**src/rtl/jk_mod_counter_if.sv**
```systemverilog
// Control and status bundle for jk_mod_counter: count controls in,
// registered count, JK excitation and terminal/wrap flags out.
interface jk_mod_counter_if #(
   parameter int WIDTH = 4
);
   logic             en;
   logic             up;
   logic             load;
   logic [WIDTH-1:0] load_val;
   logic [WIDTH-1:0] q;
   logic [WIDTH-1:0] j_vec;
   logic [WIDTH-1:0] k_vec;
   logic             tc;
   logic             wrap;

   modport master (
      output en, up, load, load_val,
      input  q, j_vec, k_vec, tc, wrap
   );

   modport slave (
      input  en, up, load, load_val,
      output q, j_vec, k_vec, tc, wrap
   );
endinterface

```
**src/rtl/jk_mod_counter.sv**
```systemverilog
// Modulo-N up/down counter built from JK stages: the desired next count is
// turned into per-bit J/K drives, and each bit then updates with JK rules.
module jk_mod_counter #(
   parameter int WIDTH  = 4,
   parameter int MODULO = 10
) (
   input logic              CP,
   input logic              n_rst,
   jk_mod_counter_if.slave  bus
);

   localparam logic [WIDTH-1:0] MAX_CNT = WIDTH'(MODULO - 1);
   localparam logic [WIDTH-1:0] ONE     = WIDTH'(1);
   localparam logic [WIDTH:0]   MOD_EXT = (WIDTH + 1)'(MODULO);

   logic [WIDTH-1:0] q_r;
   logic [WIDTH-1:0] nxt;
   logic [WIDTH-1:0] j;
   logic [WIDTH-1:0] k;
   logic             tc;
   logic             wrap_r;

   // NOTE: every variable written in always_comb gets a default on entry so
   // that no path leaves it unassigned and no latch is inferred.
   always_comb begin
      nxt = q_r;
      if (bus.load) begin
         nxt = ({1'b0, bus.load_val} >= MOD_EXT) ? MAX_CNT : bus.load_val;
      end else if (bus.en) begin
         if (bus.up) nxt = (q_r == MAX_CNT) ? '0 : q_r + ONE;
         else        nxt = (q_r == '0) ? MAX_CNT : q_r - ONE;
      end
   end

   // Excitation only ever sets or clears a bit that must change.
   assign j  = ~q_r & nxt;
   assign k  = q_r & ~nxt;
   assign tc = bus.en & ~bus.load & (bus.up ? (q_r == MAX_CNT) : (q_r == '0));

   // NOTE: sequential state uses non-blocking assignments so every stage
   // samples the pre-edge values, exactly like real flip-flops.
   always_ff @(posedge CP or negedge n_rst) begin
      if (!n_rst) begin
         q_r    <= '0;
         wrap_r <= 1'b0;
      end else begin
         for (int i = 0; i < WIDTH; i++) begin
            case ({j[i], k[i]})
               2'b10:   q_r[i] <= 1'b1;
               2'b01:   q_r[i] <= 1'b0;
               2'b11:   q_r[i] <= ~q_r[i];
               default: q_r[i] <= q_r[i];
            endcase
         end
         wrap_r <= tc;
      end
   end

   assign bus.q     = q_r;
   assign bus.j_vec = j;
   assign bus.k_vec = k;
   assign bus.tc    = tc;
   assign bus.wrap  = wrap_r;

endmodule

```
**src/flat_wrapper.sv**
```systemverilog
// flat-port wrapper written by rule: the top's interface ports become plain ports
module jk_mod_counter_flat 
#(
   parameter int WIDTH  = 4,
   parameter int MODULO = 10
)
  (CP, n_rst, bus_en, bus_up, bus_load, bus_load_val, bus_q, bus_j_vec, bus_k_vec, bus_tc, bus_wrap);
  jk_mod_counter_if #(.WIDTH(WIDTH)) bus_i ();
  input logic CP;
  input logic n_rst;
  input wire logic [$bits(bus_i.en)-1:0] bus_en;
  input wire logic [$bits(bus_i.up)-1:0] bus_up;
  input wire logic [$bits(bus_i.load)-1:0] bus_load;
  input wire logic [$bits(bus_i.load_val)-1:0] bus_load_val;
  output wire logic [$bits(bus_i.q)-1:0] bus_q;
  output wire logic [$bits(bus_i.j_vec)-1:0] bus_j_vec;
  output wire logic [$bits(bus_i.k_vec)-1:0] bus_k_vec;
  output wire logic [$bits(bus_i.tc)-1:0] bus_tc;
  output wire logic [$bits(bus_i.wrap)-1:0] bus_wrap;
  assign bus_i.en = bus_en;
  assign bus_i.up = bus_up;
  assign bus_i.load = bus_load;
  assign bus_i.load_val = bus_load_val;
  assign bus_q = bus_i.q;
  assign bus_j_vec = bus_i.j_vec;
  assign bus_k_vec = bus_i.k_vec;
  assign bus_tc = bus_i.tc;
  assign bus_wrap = bus_i.wrap;
  jk_mod_counter #(.WIDTH(WIDTH), .MODULO(MODULO)) u_core (.CP(CP), .n_rst(n_rst), .bus(bus_i));
endmodule
```
**config.mk**
```make
export PLATFORM = sky130hd
export DESIGN_NAME = jk_mod_counter_flat
export DESIGN_NICKNAME = d
export VERILOG_FILES = /design/src/rtl/jk_mod_counter_if.sv /design/src/rtl/jk_mod_counter.sv /design/src/flat_wrapper.sv
export SDC_FILE = /design/constraint.sdc
export NUM_CORES = 1
export LEC_CHECK = 0
export ABC_CLOCK_PERIOD_IN_PS = 2200
export CAP_MARGIN = 40
export CORE_UTILIZATION = 46
export CTS_BUF_LIST = sky130_fd_sc_hd__clkbuf_4 sky130_fd_sc_hd__clkbuf_8
export DETAILED_ROUTE_END_ITERATION = 7
export PLACE_DENSITY = 0.82
export REMOVE_ABC_BUFFERS = 1
export SLEW_MARGIN = 10
export SYNTH_ARGS = -nofsm -noshare
export SYNTH_HDL_FRONTEND = slang
export SYNTH_SLANG_ARGS = --single-unit
```
**constraint.sdc**
```tcl
create_clock -name CP -period 2.2 [get_ports CP]
set_input_delay 0.33 -clock CP [delete_from_list [all_inputs] [get_ports CP]]
set_output_delay 0.33 -clock CP [all_outputs]
set_load 0.01 [all_outputs]
```
==> flow_summary.json <==
{
  "outcome": "complete, no violations",
  "cts.sink_count": 5,
  "vias_per_cell": 5.54,
  "drc_errors": 0,
  "io_buffers": 22,
  "reg2reg_depth": 7,
  "critPathRequiredTime_ns": 1.87,
  "root_buffer": "clkbuf_4",
  "start_util": 0.500,
  "num-fill-cells": 85,
  "grt_pass1_vias": 609,
  "cts.path.max_buffers": 2,
  "dp_hpwl_mm": 1.28,
  "cp_max_fo": 3,
  "ys_types": 37,
  "n_antenna_cell": 0,
  "final_common_cell": "buf_4",
  "layout-drive-gt1-share": 0.369,
  "end_kind": "output pin",
  "max-slew-margin-rel": 0.810,
  "fp.dieW_um": 39.6,
  "area_growth_pct": 59.6,
  "numCtsBuffers": 3,
  "hold_viol": 0,
  "fin_nets": 131,
  "fin_skew_ns": 0.000194,
  "final_max_slew_viol_count": 0,
  "path_class": "flip-flop to output pin",
  "rows": 13,
  "endpoint": "bus_j_vec[3]",
  "timing.rr.end": "u_core.bus.q[3]$_DFFE_PN0P_",
  "avgSynthCellArea_um2": 9.29,
  "wirelength_mm": 1.98,
  "cts_tree": "built",
  "crit_start": "u_core.bus.q[0]$_DFFE_PN0P_",
  "insertion_delay_ns": 0.26,
  "r2r_slack_ns": 0.26,
  "timing.fmax_mhz": 457,
  "synth_area_um2": 651,
  "grt_pass1_wl_mm": 2.72,
  "postCtsHoldBufs": 0,
  "die_h_um": 39.6,
  "antenna_found_initial": 0,
  "io_pins": 23,
  "worstHoldPathType": "primary input to asynchronous set/reset pin",
  "drtIter0Drc": 3,
  "synth_seq_cells": 5,
  "synth_warnings": 0,
  "post-route-min-period_ns": 2.19,
  "grt-ovfl-total": 0,
  "clkSlewWorstSetupHoldPaths_ns": 0.05,
  "cts_htree_levels": 1,
  "vias": 698,
  "post-route-period-util": 0.996,
  "maxCapViolCount": 0,
  "tightest_slew_ns": 0.281,
  "cp-start-kind": "flip-flop",
  "p_per_area_mw_per_mm2": 1130,
  "fin_util": 0.798,
  "grt_max_degree": 15,
  "fin_cells": 126,
  "multiInputGateArea_um2": 497,
  "gp_congestion": 0.817,
  "drtAntennaViolNets": 0,
  "synth_async_sr_flop_share": 1.00,
  "setup_viol": 0,
  "grt_usage": 0.272,
  "rsz0062_at_grt": "true",
  "p_leak_uw": 0.000511,
  "synth_cells": 70,
  "r2r-start": "u_core.bus.q[0]$_DFFE_PN0P_",
  "cp.arrival_ns": 1.86,
  "regArea_um2": 125,
  "dieArea_mm2": 0.00157,
  "core_area_mm2": 0.00130,
  "ys.flop_type": "dfrtp_1",
  "ir_drop_mv": 0.763,
  "dp.cells": 113,
  "firstDrtPassIters": 4,
  "synth_edf_count": 0,
  "synth_seq_area_share": 0.192,
  "wl_per_cell_um": 15.7,
  "layout_common_cells": "buf_4, clkdlybuf4s50_1, ha_1, dfrtp_1"
}
-- registers in the layout, summed over array words and instances (netlist names) --
signal and count:
u_core.bus.q 4, u_core.bus.wrap 1
-- worst min-delay path by stage --
stage | end | slack [ns] | cells after the start
after detailed placement | u_core.bus.q[3]$_DFFE_PN0P_ | 0.58 | 1
after global routing | u_core.bus.wrap$_DFF_PN0_ | 0.32 | 1
after CTS | u_core.bus.q[1]$_DFFE_PN0P_ | 0.30 | 1
after floorplan | u_core.bus.q[0]$_DFFE_PN0P_ | 0.03 | 0
after global placement | u_core.bus.wrap$_DFF_PN0_ | 0.57 | 1
final | u_core.bus.q[3]$_DFFE_PN0P_ | 0.30 | 1
-- power by group --
part / total (µW) / switching (µW) / internal, µW
combinational: 865 / 418 / 447
clock: 130 / 48.8 / 81.6
sequential: 179 / 48.1 / 131
-- logic make-up (layout without fill, tap and decap cells) --
logic type	after synthesis	after routing	share of synthesized area
simple gates	21	21	0.215
compound gates	17	17	0.204
fa+ha+maj	10	10	0.192
buf+inv	10	51	0.0961
flops	5	5	0.192
xor+xnor	4	4	0.0539
mux	3	3	0.0462
-- per-stage QoR --
stage	total power [µW]	hold slack, ns	setup TNS (ns)	instance area, µm²	setup slack [ns]
3_5_place_dp	958	0.581	-2.14	932	-0.375
2_1_floorplan	583	0.0344	0	603	0.271
6_report	1170	0.304	0	1040	0.00962
5_1_grt	1260	0.319	-0.184	1040	-0.0691
3_3_place_gp	925	0.571	-2.00	932	-0.351
4_1_cts	1120	0.302	-0.247	990	-0.102
-- cell usage after synthesis (2+ instances only) --
cell type,n,share of area
nand3_1,2,0.015
o21ai_0,2,0.015
dfrtp_1,5,0.19
xnor2_1,2,0.027
nand2b_1,2,0.019
mux2i_1,3,0.046
buf_6,2,0.035
ha_1,10,0.19
inv_1,4,0.023
xor2_1,2,0.027
and2_1,2,0.019
buf_2,2,0.015
buf_4,2,0.023
nand3b_1,2,0.023
o21a_1,3,0.035
nor2_1,3,0.017
a21oi_1,2,0.015
-- timing repair --
item / CTS / global route
pin swaps: 5 / 5
setup endpoints to repair: 9 / 7
resized for setup: 22 / 15
gates cloned: 0 / 0
setup buffers: 4 / 5
-- metal layers --
metal	GRT usage	up-vias	routed length, µm
met4	0.198	0	70
met5	0	-	0
met1	0.299	319	808
li1	-	338	-
met3	0.0739	8	114
met2	0.439	33	986
-- layout make-up --
cell class,instances,area share
multi-input combinational,55,0.478
timing repair buffer,43,0.340
sequential,5,0.120
clock buffer,4,0.0289
tap,15,0.0181
inverter,4,0.0145
-- critical path: stages, from the launching register on --
cell and delay [ns]:
dfrtp_1 0.40, buf_4 0.14, or4_4 0.47, a211oi_2 0.19, a221o_1 0.14, ha_1 0.13
buf_2 0.12
Note: power is estimated with default switching activity, not from simulation.
